[src/rtl/cpu_clk_pkg.sv]
// ============================================================================
// Module      : cpu_clk_pkg
// Description : Shared encodings and widths for the CPU clock-enable sequencer
// Revision    : 1.0 - initial release
// ============================================================================
`default_nettype none

package cpu_clk_pkg;

  localparam int RATE_W     = 26;
  localparam int CE_COUNT_W = 16;
  localparam int BURST_W    = 8;

  // Board switch encodings for the mode input
  localparam logic [1:0] MODE_HALT  = 2'b00;
  localparam logic [1:0] MODE_STEP  = 2'b01;
  localparam logic [1:0] MODE_RUN   = 2'b10;
  localparam logic [1:0] MODE_BURST = 2'b11;

  // Sequencer states; values are visible on the state output
  typedef enum logic [1:0] {
    ST_IDLE  = 2'd0,
    ST_RUN   = 2'd1,
    ST_STEP  = 2'd2,
    ST_BURST = 2'd3
  } state_e;

  // Switch setting to the state it selects
  function automatic state_e mode_to_state(input logic [1:0] m);
    case (m)
      MODE_STEP:  return ST_STEP;
      MODE_RUN:   return ST_RUN;
      MODE_BURST: return ST_BURST;
      default:    return ST_IDLE;
    endcase
  endfunction

endpackage

`default_nettype wire

[src/rtl/cpu_clock_controller_button_debouncer.sv]
// ============================================================================
// Module      : button_debouncer
// Description : Two-flop synchroniser, stability counter and rising-edge pulse
//               for a raw push button
// Revision    : 1.0 - initial release
// ============================================================================
`default_nettype none

module button_debouncer #(
  parameter int DEBOUNCE_CYCLES = 1_000_000
) (
  input  logic clk,
  input  logic rst,
  input  logic i_btn,
  output logic o_press
);

  localparam int CNT_W = (DEBOUNCE_CYCLES > 1) ? $clog2(DEBOUNCE_CYCLES) : 1;
  localparam logic [CNT_W-1:0] CNT_LAST = CNT_W'(DEBOUNCE_CYCLES - 1);

  logic [1:0]       sync_q, sync_d;
  logic             level_q, level_d;
  logic             press_q, press_d;
  logic [CNT_W-1:0] cnt_q, cnt_d;

  // Level flips only after the synchronised input has disagreed with it for
  // DEBOUNCE_CYCLES consecutive cycles; any agreeing cycle restarts the count
  always_comb begin
    sync_d  = {sync_q[0], i_btn};
    level_d = level_q;
    press_d = 1'b0;
    cnt_d   = '0;
    if (sync_q[1] != level_q) begin
      if (cnt_q == CNT_LAST) begin
        level_d = sync_q[1];
        press_d = sync_q[1];
      end else begin
        cnt_d = cnt_q + CNT_W'(1);
      end
    end
  end

  // Synchroniser, counter, level and edge-pulse registers
  always_ff @(posedge clk or posedge rst) begin
    if (rst) begin
      sync_q  <= '0;
      level_q <= 1'b0;
      press_q <= 1'b0;
      cnt_q   <= '0;
    end else begin
      sync_q  <= sync_d;
      level_q <= level_d;
      press_q <= press_d;
      cnt_q   <= cnt_d;
    end
  end

  assign o_press = press_q;

endmodule

`default_nettype wire

[src/rtl/cpu_clock_controller.sv]
// ============================================================================
// Module      : cpu_clock_controller
// Description : Issues single-cycle CPU clock enables in halt, single-step,
//               continuous-run and N-step burst modes
// Revision    : 1.0 - initial release
// ============================================================================
`default_nettype none

module cpu_clock_controller
  import cpu_clk_pkg::*;
#(
  parameter int DIV0            = 50_000_000,
  parameter int DIV1            = 5_000_000,
  parameter int DIV2            = 50_000,
  parameter int DIV3            = 1,
  parameter int DEBOUNCE_CYCLES = 1_000_000
) (
  input  logic                  clk_50m,
  input  logic                  reset,
  input  logic [1:0]            mode,
  input  logic [1:0]            rate_sel,
  input  logic                  step_btn,
  input  logic [BURST_W-1:0]    burst_len,
  output logic                  cpu_ce,
  output logic                  cpu_clk_vis,
  output logic                  busy,
  output logic [1:0]            state,
  output logic [CE_COUNT_W-1:0] ce_count
);

  localparam logic [RATE_W-1:0] LAST0 = RATE_W'(DIV0 - 1);
  localparam logic [RATE_W-1:0] LAST1 = RATE_W'(DIV1 - 1);
  localparam logic [RATE_W-1:0] LAST2 = RATE_W'(DIV2 - 1);
  localparam logic [RATE_W-1:0] LAST3 = RATE_W'(DIV3 - 1);

  logic [1:0] mode_s1_q, mode_s2_q;
  // rate_s3_q is the previous synchronised value, used only to spot changes
  logic [1:0] rate_s1_q, rate_s2_q, rate_s3_q;

  logic                  press;
  state_e                state_q, state_d;
  logic [RATE_W-1:0]     rate_cnt_q, rate_cnt_d;
  logic [BURST_W-1:0]    remaining_q, remaining_d;
  logic                  busy_q, busy_d;
  logic                  ce_q, ce_d;
  logic                  vis_q, vis_d;
  logic [CE_COUNT_W-1:0] count_q, count_d;

  logic [RATE_W-1:0] rate_last;
  logic              mode_change, rate_change, counting, terminal;

  button_debouncer #(
    .DEBOUNCE_CYCLES (DEBOUNCE_CYCLES)
  ) u_debouncer (
    .clk     (clk_50m),
    .rst     (reset),
    .i_btn   (step_btn),
    .o_press (press)
  );

  // Two-stage synchronisers for the quasi-static switches
  always_ff @(posedge clk_50m or posedge reset) begin
    if (reset) begin
      mode_s1_q <= '0;
      mode_s2_q <= '0;
      rate_s1_q <= '0;
      rate_s2_q <= '0;
      rate_s3_q <= '0;
    end else begin
      mode_s1_q <= mode;
      mode_s2_q <= mode_s1_q;
      rate_s1_q <= rate_sel;
      rate_s2_q <= rate_s1_q;
      rate_s3_q <= rate_s2_q;
    end
  end

  // Terminal count for the currently selected rate
  always_comb begin
    case (rate_s2_q)
      2'd0:    rate_last = LAST0;
      2'd1:    rate_last = LAST1;
      2'd2:    rate_last = LAST2;
      default: rate_last = LAST3;
    endcase
  end

  // Next-state, rate counter and burst bookkeeping; mode and rate changes
  // both restart the counter and swallow a coincident terminal count
  always_comb begin
    state_d     = mode_to_state(mode_s2_q);
    mode_change = (state_d != state_q);
    rate_change = (rate_s2_q != rate_s3_q);
    counting    = (state_q == ST_RUN) ||
                  ((state_q == ST_BURST) && (remaining_q != '0));
    terminal    = counting && !mode_change && !rate_change &&
                  (rate_cnt_q == rate_last);

    remaining_d = remaining_q;
    busy_d      = busy_q;
    ce_d        = 1'b0;

    if (!counting || mode_change || rate_change || terminal) begin
      rate_cnt_d = '0;
    end else begin
      rate_cnt_d = rate_cnt_q + RATE_W'(1);
    end

    if (mode_change) begin
      remaining_d = '0;
      busy_d      = 1'b0;
    end else begin
      case (state_q)
        ST_RUN:  ce_d = terminal;
        ST_STEP: ce_d = press;
        ST_BURST: begin
          if (remaining_q == '0) begin
            if (press && (burst_len != '0)) begin
              remaining_d = burst_len;
              busy_d      = 1'b1;
            end
          end else if (terminal) begin
            ce_d        = 1'b1;
            remaining_d = remaining_q - BURST_W'(1);
            busy_d      = (remaining_q != BURST_W'(1));
          end
        end
        default: ce_d = 1'b0;
      endcase
    end

    vis_d   = vis_q ^ ce_d;
    count_d = count_q + CE_COUNT_W'(ce_d);
  end

  // Sequencer state and all registered outputs
  always_ff @(posedge clk_50m or posedge reset) begin
    if (reset) begin
      state_q     <= ST_IDLE;
      rate_cnt_q  <= '0;
      remaining_q <= '0;
      busy_q      <= 1'b0;
      ce_q        <= 1'b0;
      vis_q       <= 1'b0;
      count_q     <= '0;
    end else begin
      state_q     <= state_d;
      rate_cnt_q  <= rate_cnt_d;
      remaining_q <= remaining_d;
      busy_q      <= busy_d;
      ce_q        <= ce_d;
      vis_q       <= vis_d;
      count_q     <= count_d;
    end
  end

  assign cpu_ce      = ce_q;
  assign cpu_clk_vis = vis_q;
  assign busy        = busy_q;
  assign state       = state_q;
  assign ce_count    = count_q;

endmodule

`default_nettype wire
[config.mk]
export PLATFORM = sky130hd
export DESIGN_NAME = cpu_clock_controller
export DESIGN_NICKNAME = d
export VERILOG_FILES = /design/src/rtl/cpu_clk_pkg.sv /design/src/rtl/cpu_clock_controller_button_debouncer.sv /design/src/rtl/cpu_clock_controller.sv
export SDC_FILE = /design/constraint.sdc
export NUM_CORES = 1
export LEC_CHECK = 0
export BUFFER_PORTS_ARGS = -buffer_cell sky130_fd_sc_hd__buf_4
export CAP_MARGIN = 10
export CORE_MARGIN = 2
export CORE_UTILIZATION = 29
export DETAILED_ROUTE_END_ITERATION = 6
export HOLD_SLACK_MARGIN = 0.02
export PLACE_DENSITY_LB_ADDON = 0.08
export SYNTH_ARGS = -nofsm -noshare
export SYNTH_HDL_FRONTEND = slang
export SYNTH_SLANG_ARGS = --single-unit
[constraint.sdc]
create_clock -name clk_50m -period 3.6 [get_ports clk_50m]
set_input_delay 0.18 -clock clk_50m [delete_from_list [all_inputs] [get_ports clk_50m]]
set_output_delay 0.18 -clock clk_50m [all_outputs]
set_load 0.1 [all_outputs]
# After elaboration in Yosys (flattened, before gate mapping)
# Index checks and enable logic that the tools add are counted.
[op_classes] n_reduce_logical=20 n_mux=21 n_eq_ne=15 bitwise=1 addsub=4
[op_table] operator="one-hot mux 26 bit (3 select lines)" n=1
[op_table] operator="two-way mux 20 bit" n=2
[op_table] operator="two-way mux 8 bit" n=5
[op_table] operator="adder 26 x 1 -> 26 bit, second input constant" n=1
[op_table] operator="equality test 26 bit" n=1
[op_table] operator="two-way mux 26 bit" n=1
[op_table] operator="adder 20 x 1 -> 20 bit, second input constant" n=1
[op_table] operator="equality test 20 bit, second input constant" n=1
[op_table] operator="adder 16 x 1 -> 16 bit" n=1
[op_table] operator="nonzero test 8 bit" n=2
[op_table] operator="equality test 2 bit, second input constant" n=5
[op_table] operator="two-way mux 1 bit" n=10
[op_table] operator="zero test 8 bit" n=1
[op_table] operator="inequality test 8 x 1 -> 1 bit, second input constant" n=1
[op_table] operator="subtractor 8 x 1 -> 8 bit, second input constant" n=1
[op_table] operator="equality test 2 x 1 -> 1 bit, second input constant" n=3
[op_table] operator="one-hot mux 2 bit (3 select lines)" n=1
[op_table] operator="logical AND 1 bit" n=5
[op_table] operator="logical OR 1 bit" n=4
[op_table] operator="inequality test 2 bit" n=2
[op_table] operator="zero test 1 bit" n=3
[op_table] operator="inequality test 3 x 2 -> 1 bit, second input constant" n=1
[op_table] operator="one-hot mux 1 bit (3 select lines)" n=1
[op_table] operator="AND reduction 3 bit" n=1
[op_table] operator="6 further kinds" n=6
[totals] regBits=89 in_bits=15 output_inout_bits=21

# Longest topological paths before layout
# Gate-level depths: netlist of run 1.
[depth] depth_word=12 depth_mapped=14 depth_no_buf=13

# Hierarchy
# A second synthesis of run 1 with hierarchy kept.
[unflattened] cells_unflattened=425 hier_area_um2=4428.0
[modules_own_cells] module="cpu_clock_controller" cells_each=317 area_each_um2=3239.4 instances=1 seq_area_each_um2=1626.6
[modules_own_cells] module="button_debouncer" cells_each=108 area_each_um2=1188.6 instances=1 seq_area_each_um2=600.6

# Worst setup path after synthesis of run 1
# Ideal clock, no wire load.
[synth_timing] path_type="flip-flop to flip-flop" from="reg rate_s2_q[0]" to="reg count_q[14], in the netlist ce_count[14]" path_stages_with_launch=15 t_arrival_ns=3.394 slack_ns=0.044 setup_time_ns=0.162 t_required_ns=3.438 path_buffers=1 path_cell_list="dfrtp_1 -> inv_1 -> ha_1 -> o21bai_1 -> mux2i_1 -> or4_1 -> or4_1 -> buf_2 -> a21oi_2 -> ha_1 -> ha_1 -> nand2_1 -> or2_2 -> nor2_1 -> xor2_1"
[synth_between] elab_chain_len=9 word_cells_on_any_way=14 classes_between="add/sub (1); eq/ne (4); mux (5); reduce/logical (4)"
[synth_lines] item="start, declared" line="cpu_clock_controller.sv:38" rtl="logic [1:0] rate_s1_q, rate_s2_q, rate_s3_q;"
[synth_lines] item="start signal, assigned" line="cpu_clock_controller.sv:73" rtl="rate_s2_q <= rate_s1_q;"
[synth_lines] item="equality test 2 bit, or another cell as far along" line="cpu_clock_controller.sv:80" rtl="case (rate_s2_q)"
[synth_lines] item="one-hot mux 26 bit (3 select lines) or zero test 1 bit (tied branches)" line="cpu_clock_controller.sv:80, cpu_clock_controller.sv:96"
[synth_lines] item="equality test 26 bit or logical AND 1 bit (tied branches)" line="cpu_clock_controller.sv:97, cpu_clock_controller.sv:96"
[synth_lines] item="logical AND 1 bit *" line="cpu_clock_controller.sv:96" rtl="terminal = counting && !mode_change && !rate_change &&"
[synth_lines] item="two-way mux 1 bit" line="cpu_clock_controller.sv:122" rtl="end else if (terminal) begin"
[synth_lines] item="two-way mux 1 bit" line="cpu_clock_controller.sv:117" rtl="if (remaining_q == '0) begin"
[synth_lines] item="one-hot mux 1 bit (3 select lines) *" line="cpu_clock_controller.sv:113" rtl="case (state_q)"
[synth_lines] item="two-way mux 1 bit *" line="cpu_clock_controller.sv:109" rtl="if (mode_change) begin"
[synth_lines] item="via ce_d" line="cpu_clock_controller.sv:45" rtl="logic ce_q, ce_d;"
[synth_lines] item="adder 16 x 1 -> 16 bit *" line="cpu_clock_controller.sv:133" rtl="count_d = count_q + CE_COUNT_W'(ce_d);"
[synth_lines] item="via count_d[14]" line="cpu_clock_controller.sv:47" rtl="logic [CE_COUNT_W-1:0] count_q, count_d;"
[synth_lines] item="end signal, assigned" line="cpu_clock_controller.sv:153" rtl="count_q <= count_d;"
[synth_lines] item="end, declared" line="cpu_clock_controller.sv:47"
# The timed path passes the listed nets; every way through them passes the cells marked *.
# A chain may end at the register's enable or synchronous reset.

# Final worst setup path of run 1
[layout_timing] from="reg rate_s2_q[0]" to="reg count_q[12], in the netlist ce_count[12]"
# Same word-level chain as after synthesis.

==> results of run 1 <==
==> what timing repair did <==
item | 4_1_cts | 5_1_grt
buffers inserted | 0 | 2
hold buffers | 6 | 0
endpoints found under the hold margin | 38 | 0
setup endpoints to repair | 0 | 6
resized for setup | 0 | 6
==> through the flow <==
step | utilization | setup slack (ps)
global placement | 0.334 | 124
floorplan | - | 44.4
finish | 0.361 | 219
global route | 0.361 | 18.2
detailed placement | 0.334 | 4.43
CTS | 0.358 | 3.47
==> Yosys cell counts (5+ instances only) <==
cell / instances
dfrtp_1: 89
nor2_1: 71
xnor2_1: 41
nand2_1: 38
xor2_1: 21
nand3_1: 19
inv_1: 16
nand4_1: 14
nor3_1: 14
nor4_1: 11
ha_1: 10
clkbuf_1: 9
o21ai_0: 9
or4_1: 9
and2_1: 6
and3_1: 6
a211oi_1: 5
or3_1: 5
==> worst reg2reg max path, stage by stage, from the launching register on <==
cell and delay, ps:
dfrtp_1 420, ha_1 260, o21bai_2 210, mux2i_1 120, or4_1 540, or4_4 550
a21oi_4 190, ha_4 160, ha_1 160, nand2_1 80, or2_2 310, nor2_1 120
xor2_1 170
==> metal layers <==
layer	up-vias	global-route usage
met2	44	0.183
li1	1611	-
met5	-	0
met1	1576	0.184
met4	0	0.0310
met3	7	0.0421
==> cell families after synthesis <==
kind of cell,count (synthesis),share of synthesized area
AND/OR/NAND/NOR,213,0.243
XOR/XNOR,62,0.125
adder cells (fa/ha/maj),10,0.0289
flip-flops,89,0.514
AO/OA/AOI/OAI,33,0.0520
multiplexers,5,0.0118
buffers and inverters,28,0.0248
==> registers in the layout, summed over array words and instances, names as in the netlist, 8 cells and up <==
register           flops
remaining_q            8
u_debouncer.cnt_q     20
rate_cnt_q            26
ce_count              16
==> area by class of cell <==
type                            count  area, sq um
Fill cell                        1459         9320
Sequential cell                    89         2230
Multi-Input combinational cell    323         2030
Timing Repair Buffer               56          435
Clock buffer                       10          239
Tap cell                          184          230
Inverter                           16         61.3
Clock inverter                      6         47.5
==> power by group <==
group          switching [mW]  total [mW]  leakage (nW)  internal (mW)
sequential            0.00858        1.02          1.21           1.01
combinational          0.0631       0.103         0.920         0.0396
clock                   0.415       0.909         0.140          0.494
==> path summary, 6_finish.rpt <==
path                                       startpoint                     to  cells past startpoint
worst max-delay path                     rate_s2_q[0]           ce_count[12]                     12
worst max register to register           rate_s2_q[0]           ce_count[12]                     12
worst min-delay path                     burst_len[3]         remaining_q[3]                      3
max in group asynchronous                       reset         remaining_q[0]                      4
min in group asynchronous                       reset    u_debouncer.o_press                      3
worst min register to register  u_debouncer.sync_q[0]  u_debouncer.sync_q[1]                      0
==> impl_metrics.yaml, run 1 <==
status:
  outcome: "completed"
power:
  power_density_mw_per_mm2: 385
  total_power_mw: 2.03
  ir_drop_mv: 0.253
  p_leak_nw: 2.27
clock_tree:
  clk_latency_ps: 350
  clk_pin_slew_worst_paths_ps: 70
  cts_root_buffer: "clkbuf_16"
  tritoncts: "yes"
  cts_buffers: 9
  ctsHtreeMaxLevel: 3
  cts_buffer_depth: 2
  cts.sinks: 89
detailed_routing:
  wl_per_cell_um: 14.0
  antenna_left: 0
  wl_met1_um: 4860
  wl_um: 9580
  vias_per_cell: 4.73
  drtPass1Iterations: 4
  dr_wl_met2_um: 4240
  drc: 0
  dr.first_iter.drc_count: 188
  top_layer: "met4"
  dr_total_vias: 3238
  dr_wl_met3_um: 387
setup_path:
  worstPathArrival_ps: 3650
  critPathTopFamily: "simple AND/OR/NAND/NOR gates"
  path_common_cell: "ha_1"
  crit_type: "reg2reg"
  crit_path_start_kind: "flop"
  crit_required_ps: 3870
  slowest_stage: "or4_4"
  cpPeakStageDelay_ps: 550
  critPathCaptureType: "flop"
  crit_fanout: 5
  reg2reg_slack_ps: 220
  crit_chain: "ha_1, o21bai_2, mux2i_1, or4_1, or4_4, a21oi_4, ha_4, ha_1, nand2_1, or2_2, nor2_1, xor2_1"
  path_buf_inv: 0
timing:
  finalMaxSlewViolations: 0
  worst_pin_slew_ps: 749
  max-slew-margin-rel: 0.501
  setup_viol: 0
  finalHoldViolCount: 0
  rsz0062_at_grt: "false"
  min_period_ps: 3380
  fin_tns_setup_ps: 0
  period_share: 0.939
  hold_slack_ps: 129
  max_freq_mhz: 296
  fin_skew_ps: 7.68
global_routing:
  grt_start_max_net_pins: 36
  grt_pass1_vias: 3140
  grtUsageTotal: 0.127
  grt_pass1_wl_um: 16200
  grt.overflow.total: 0
  antenna_found_initial: 0
synth:
  ys_top_cells_by_area: "dfrtp_1 51%, xnor2_1 8.3%, nor2_1 6.2%"
  synth_top_flop_cell: "dfrtp_1"
  netlist_area_sq_mm: 0.00433
  synth_cells: 440
  synth-async-reset-ratio: 1.00
  yosys_warnings: 0
  synth_seq_area_share: 0.514
  synth_nets: 465
  synth_enable_flop_cells: 0
  synth.top_cell.area_share: 0.514
  ys_types: 45
  syn_area_per_cell_sq_um: 9.85
  synth_seq_cells: 89
  yosys.area.top_type: "dfrtp_1"
flow_run:
  drv_cap: 0
place:
  gp_routability_congestion: 0.808
  portBuffers: 35
  post_dp_cell_area_sq_mm: 0.00488
  place_inst: 660
  dp_hpwl_um: 6790
floorplanning:
  io_pins: 36
  dieArea_sq_mm: 0.0159
  row_count: 44
  initial_utilization: 0.297
  die_y_um: 126
  core_area_sq_mm: 0.0146
  fp.dieW_um: 126
layout:
  post-route-cell-area_sq_mm: 0.00527
  insertedDiodeCount: 0
  instances_no_fill: 684
  final_cell_mix: "89 x dfrtp_1, 71 x nor2_1, 50 x buf_4, 41 x xnor2_1, 38 x nand2_1"
  final_layout_size_suffix_gt1_frac: 0.154
  final_common_cell: "dfrtp_1"
  area_delta_synth_final_pct: 21.6
  final_nets: 520
worst_hold_path:
  hold_path_class: "in2reg"
Note: power is estimated with default switching activity, not from simulation.
==> inputs of run 2 (changes only) <==
--- a/config.mk
+++ b/config.mk
@@ -8,7 +8,7 @@
 export BUFFER_PORTS_ARGS = -buffer_cell sky130_fd_sc_hd__buf_4
 export CAP_MARGIN = 10
 export CORE_MARGIN = 2
-export CORE_UTILIZATION = 29
+export CORE_UTILIZATION = 50
 export DETAILED_ROUTE_END_ITERATION = 6
 export HOLD_SLACK_MARGIN = 0.02
 export PLACE_DENSITY_LB_ADDON = 0.08
==> run 2 against run 1 <==
  * First-iteration DRC count fell by 48%
  * Highest routed layer unchanged
  * Non-clock buffer count fell by 1
  * Largest power group unchanged
  * Utilization rose by 25 points
  * Cell count fell by 12%
  * Register-to-register slack barely moved
  * Via count fell by 1.1%
  * Largest cell class unchanged
  * Routed wire length fell by 14%
  * Hold slack barely moved
  * Critical endpoint unchanged
  * Count of clock-buffer cells in the layout rose by 1
  * Die area fell by 41%
  * Fmax rose by 0.17%
  * Setup slack improved by 5.8 ps
==> impl_metrics.yaml, run 2 (same netlist as run 1, synthesis figures left out) <==
status:
  outcome: "completed"
detailed_routing:
  vias_per_cell: 5.30
  dr.first_iter.drc_count: 98
  wl_per_cell_um: 13.7
  wl_um: 8270
  drc: 0
  dr_total_vias: 3201
  antenna_left: 0
  drtPass1Iterations: 4
floorplanning:
  initial_utilization: 0.522
  die_y_um: 97.1
  dieArea_sq_mm: 0.00943
  core_area_sq_mm: 0.00830
  row_count: 33
  fp.dieW_um: 97.1
  io_pins: 36
flow_run:
  drv_cap: 0
power:
  p_int_mw: 1.35
  comb_power_share: 0.056
  power_frac_seq: 0.569
  p_leak_nw: 2.22
  power_density_mw_per_mm2: 353
  netSwitchingPower_mw: 0.439
  ir_drop_mv: 0.239
  sw_frac_of_total: 0.245
  p_clk_frac: 0.375
clock_tree:
  ctsHtreeMaxLevel: 3
  tritoncts: "yes"
  cts_buffers: 9
  cts_root_buffer: "clkbuf_8"
  cts.sinks: 89
  clk_latency_ps: 360
  clk_pin_slew_worst_paths_ps: 100
  cts_buffer_depth: 2
timing:
  max_freq_mhz: 296
  finalHoldViolCount: 0
  worst_pin_slew_ps: 730
  rsz0062_at_grt: "false"
  fin_tns_setup_ps: 0
  hold_slack_ps: 128
  period_share: 0.937
  fin_skew_ps: 14.6
  setup_viol: 0
  max-slew-margin-rel: 0.514
  min_period_ps: 3370
  finalMaxSlewViolations: 0
place:
  portBuffers: 35
  gp_routability_congestion: 0.841
  dp_hpwl_um: 5920
  place_inst: 580
  post_dp_cell_area_sq_mm: 0.00477
setup_path:
  reg2regPathDepth: 10
  crit_required_ps: 3890
  critPathCaptureType: "flop"
  crit_fanout: 4
  crit_path_start_kind: "flop"
  worstPathArrival_ps: 3660
  crit_type: "reg2reg"
global_routing:
  grt_pass1_wl_um: 14500
  grtUsageTotal: 0.185
  met3_usage: 0.0453
  grt_start_max_net_pins: 36
  grtUsageMet2: 0.301
  grt_pass1_vias: 3243
  antenna_found_initial: 0
  grt_busiest_layer: "met2"
  grt.overflow.total: 0
  use_met1: 0.248
layout:
  final_common_cell: "dfrtp_1"
  final_nets: 519
  insertedDiodeCount: 0
  top_register: "rate_cnt_q"
  final_layout_size_suffix_gt1_frac: 0.156
  post-route-cell-area_sq_mm: 0.00507
  instances_no_fill: 604
  area_delta_synth_final_pct: 17.0
  final_cell_mix: "88 x dfrtp_1, 71 x nor2_1, 49 x buf_4, 41 x xnor2_1, 38 x nand2_1"
  largest_reg_flops: 26
worst_hold_path:
  whs_path_depth: 3
  hold_path_class: "in2reg"
## run 2: power groups by stage
| stage | sequential, mW | combinational, mW | clock [mW] |
|---|---|---|---|
| floorplan | 1.05 | 0.0524 | 0 |
| global placement | 1.04 | 0.0939 | 0 |
| detailed placement | 1.04 | 0.0953 | 0 |
| CTS | 1.02 | 0.101 | 0.690 |
| global route | 1.02 | 0.115 | 0.731 |
| finish | 1.02 | 0.101 | 0.671 |
## run 2: path summary, 6_finish.rpt
check,start,slack (ps),to
worst max-delay path,rate_cnt_q[7],230,ce_count[12]
worst min-delay path,burst_len[5],130,remaining_q[5]
worst max register to register,rate_cnt_q[7],230,ce_count[12]
worst min register to register,rate_s1_q[0],360,rate_s2_q[0]
max in group asynchronous,reset,2380,rate_s2_q[0]
min in group asynchronous,reset,420,u_debouncer.sync_q[0]
## run 2: through the flow
step	power (mW)	util	setup slack (ps)
3_5_place_dp	1.13	0.575	8.51
3_3_place_gp	1.13	0.575	154
5_1_grt	1.87	0.611	3.77
4_1_cts	1.81	0.606	11.3
2_1_floorplan	1.10	-	44.4
6_report	1.79	0.611	225
## run 2: layout make-up
cell class / instances / area [sq um]
fillers: 694 / 3230
flip-flops and latches: 89 / 2230
multi-input cells: 323 / 2020
repair buffers: 55 / 428
clock buffers: 11 / 151
well taps: 105 / 131
inverters: 16 / 61.3
clock inverters: 5 / 46.3
## run 2: critical path, cell delays in order, from the launching register on
cell and delay (ps):
dfrtp_1 420, or4_1 580, or4_1 530, or4_4 550, a21oi_4 180, ha_2 210, ha_1 170, nand2_1 80
or2_2 310, nor2_1 120, xor2_1 160
## run 2: routing by layer
metal | up-vias | wire (um)
li1 | 1614 | -
met1 | 1533 | 3990
met2 | 46 | 3930
met3 | 8 | 265
met4 | 0 | 82
met5 | - | 0
## run 2: timing repair
action                     in CTS  in global routing
hold endpoints to repair       38                  0
setup endpoints to repair       0                  6
buffers inserted                0                  2
gates resized for setup         0                  7
hold buffers                    6                  0
==> inputs of run 3 (changes only) <==
--- a/config.mk
+++ b/config.mk
@@ -5,6 +5,7 @@
 export SDC_FILE = /design/constraint.sdc
 export NUM_CORES = 1
 export LEC_CHECK = 0
+export ABC_AREA = 1
 export BUFFER_PORTS_ARGS = -buffer_cell sky130_fd_sc_hd__buf_4
 export CAP_MARGIN = 10
 export CORE_MARGIN = 2
@@ -12,6 +13,7 @@
 export DETAILED_ROUTE_END_ITERATION = 6
 export HOLD_SLACK_MARGIN = 0.02
 export PLACE_DENSITY_LB_ADDON = 0.08
+export SLEW_MARGIN = 20
 export SYNTH_ARGS = -nofsm -noshare
 export SYNTH_HDL_FRONTEND = slang
 export SYNTH_SLANG_ARGS = --single-unit
==> run 3 against run 2 <==
  * Critical path depth grew 10
  * Highest routed layer unchanged
  * Synthesized area up 12%
  * Largest cell class is now multi-input gates
  * Total power is 4.2% higher
  * Cell count rose by 28%
  * Synthesized cell count up 32%
  * Die area grew 12%
  * Critical path type unchanged
  * Routed wire length is 17% higher
  * Global-route usage is 1.6 points higher
  * Setup slack better by 250 ps
  * Design area increased by 11%
  * Critical endpoint is now ce_count[14]
==> impl_metrics.yaml, run 3 <==
timing:
  fin_tns_setup_ps: 0
  setup_viol: 0
  finalMaxSlewViolations: 0
  rsz0062_at_grt: "false"
  fin_skew_ps: 8.98
  period_share: 0.867
  finalHoldViolCount: 0
  min_period_ps: 3120
  worst_pin_slew_ps: 689
  hold_slack_ps: 187
  max_freq_mhz: 320
  max-slew-margin-rel: 0.541
power:
  p_leak_nw: 2.70
  netSwitchingPower_mw: 0.475
  p_clk_frac: 0.396
  comb_power_share: 0.058
  power_density_mw_per_mm2: 333
  power_frac_seq: 0.546
  total_power_mw: 1.86
  sw_frac_of_total: 0.255
  p_int_mw: 1.39
  ir_drop_mv: 0.224
floorplanning:
  io_pins: 36
  initial_utilization: 0.508
  fp.dieW_um: 103
  row_count: 36
  core_area_sq_mm: 0.00959
  die_y_um: 103
  dieArea_sq_mm: 0.0106
clock_tree:
  cts_root_buffer: "clkbuf_8"
  ctsHtreeMaxLevel: 3
  clk_latency_ps: 370
  tritoncts: "yes"
  cts_buffer_depth: 2
  clk_pin_slew_worst_paths_ps: 100
  cts.sinks: 89
  cts_buffers: 9
detailed_routing:
  vias_per_cell: 5.00
  dr.first_iter.drc_count: 136
  dr_total_vias: 3857
  wl_um: 9660
  drtPass1Iterations: 4
  wl_per_cell_um: 12.5
  antenna_left: 0
  drc: 0
synth:
  syn_area_per_cell_sq_um: 8.39
  synth_cells: 581
  synth-async-reset-ratio: 1.00
  yosysMostFrequentCell: "nand2_1"
  ys_types: 39
  yosys-top-cells-count: "111 x nand2_1, 89 x dfrtp_1, 83 x nor2_1, 73 x inv_1, 42 x nand3_1"
  synth_seq_area_share: 0.457
  synth_enable_flop_cells: 0
  synth.top_cell.area_share: 0.457
  yosys.area.top_type: "dfrtp_1"
  netlist_area_sq_mm: 0.00487
  synth_nets: 606
  synth_top_flop_cell: "dfrtp_1"
  yosys_warnings: 0
  synth_seq_cells: 89
  ys_top_cells_by_area: "dfrtp_1 46%, nand2_1 8.5%, nor2_1 6.4%"
layout:
  largest_reg_flops: 26
  final_common_cell: "nand2_1"
  final_cell_mix: "111 x nand2_1, 88 x dfrtp_1, 80 x nor2_1, 72 x inv_1"
  final_layout_size_suffix_gt1_frac: 0.174
  final_nets: 659
  area_delta_synth_final_pct: 15.0
  multi_input_area_sq_mm: 0.00233
  top_register: "rate_cnt_q"
  insertedDiodeCount: 0
  layout.area.seq_sq_mm: 0.00223
  num-fill-cells: 898
global_routing:
  met3_usage: 0.0508
  grt_busiest_layer: "met2"
  grt_pass1_wl_um: 16600
  use_met1: 0.270
  grtUsageTotal: 0.201
  grtUsageMet2: 0.324
  grt_start_max_net_pins: 59
  antenna_found_initial: 0
  grt.overflow.total: 0
  grt_pass1_vias: 3656
worst_hold_path:
  hold_path_class: "in2reg"
  whs_path_depth: 5
setup_path:
  worstPathArrival_ps: 3430
  reg2regPathDepth: 20
  crit_required_ps: 3910
  crit_path_start_kind: "flop"
  crit_type: "reg2reg"
  crit_fanout: 6
  critPathCaptureType: "flop"
flow_run:
  drv_cap: 0
status:
  outcome: "completed"
place:
  gp_routability_congestion: 0.874
  portBuffers: 35
  dp_hpwl_um: 7180
run 3: timing repair:
item,CTS,global route
hold buffers,5,1
setup endpoints to repair,0,5
gates resized for setup,0,5
hold endpoints to repair,5,56
buffers inserted,0,4
run 3: critical path, cell delays in order (launching register included):
cell and delay (ps):
dfrtp_2 450, buf_4 150, ha_1 230, inv_1 130, nand2_1 100, o21ai_1 130, inv_1 60, nor2_2 140
nand3_2 110, o21ai_1 120, nand2_1 100, inv_1 80, ha_1 170, ha_1 190, nand3_1 130, nor2_2 120
nand4_1 130, nor2_2 130, nand3_1 110, nor2_1 140, xor2_1 150
run 3: worst paths after layout:
| check | start | endpoint | slack, ps |
|---|---|---|---|
| setup / recovery | rate_s2_q[0] | ce_count[14] | 480 |
| hold / removal | burst_len[0] | remaining_q[0] | 190 |
| setup reg to reg | rate_s2_q[0] | ce_count[14] | 480 |
| hold reg to reg | mode_s1_q[1] | mode_s2_q[1] | 360 |
| max in group asynchronous | reset | rate_cnt_q[22] | 2410 |
| min in group asynchronous | reset | ce_count[5] | 490 |
run 3: power by group through the flow:
stage               Clock (mW)  Sequential, mW  Combinational, mW
global route             0.808            1.02              0.124
finish                   0.739            1.02              0.108
global placement             0            1.04             0.0995
floorplan                    0            1.04             0.0609
detailed placement           0            1.04              0.101
CTS                      0.760            1.02              0.106
run 3: metrics by stage:
stage,instance area (sq um),utilization,std cells,setup slack [ps]
2_1_floorplan,4870,-,581,277
3_3_place_gp,5290,0.551,746,463
3_5_place_dp,5290,0.551,746,322
4_1_cts,5550,0.579,767,302
5_1_grt,5600,0.584,772,34.4
6_report,5600,0.584,772,478
run 3: routing by layer:
| layer | routed length [um] | vias to the layer above |
|---|---|---|
| met2 | 4770 | 56 |
| met4 | 120 | 0 |
| met5 | 0 | - |
| met3 | 277 | 8 |
| li1 | - | 1978 |
| met1 | 4490 | 1815 |
run 3: cell families after synthesis:
kind of cell | Yosys count | synth area share
xor gates and xnor gates | 39 | 0.0701
AOI/OAI and AO/OA | 29 | 0.0362
and+or+nand+nor | 331 | 0.344
adders and majority gates | 10 | 0.0257
buffers and inverters | 83 | 0.0673
DFF | 89 | 0.457
run 3: layout make-up:
type | count | area share
Inverter | 77 | 0.0520
Sequential cell | 89 | 0.398
Multi-Input combinational cell | 409 | 0.415
Tap cell | 133 | 0.0297
Clock inverter | 7 | 0.0165
Clock buffer | 9 | 0.0221
Timing Repair Buffer | 48 | 0.0670
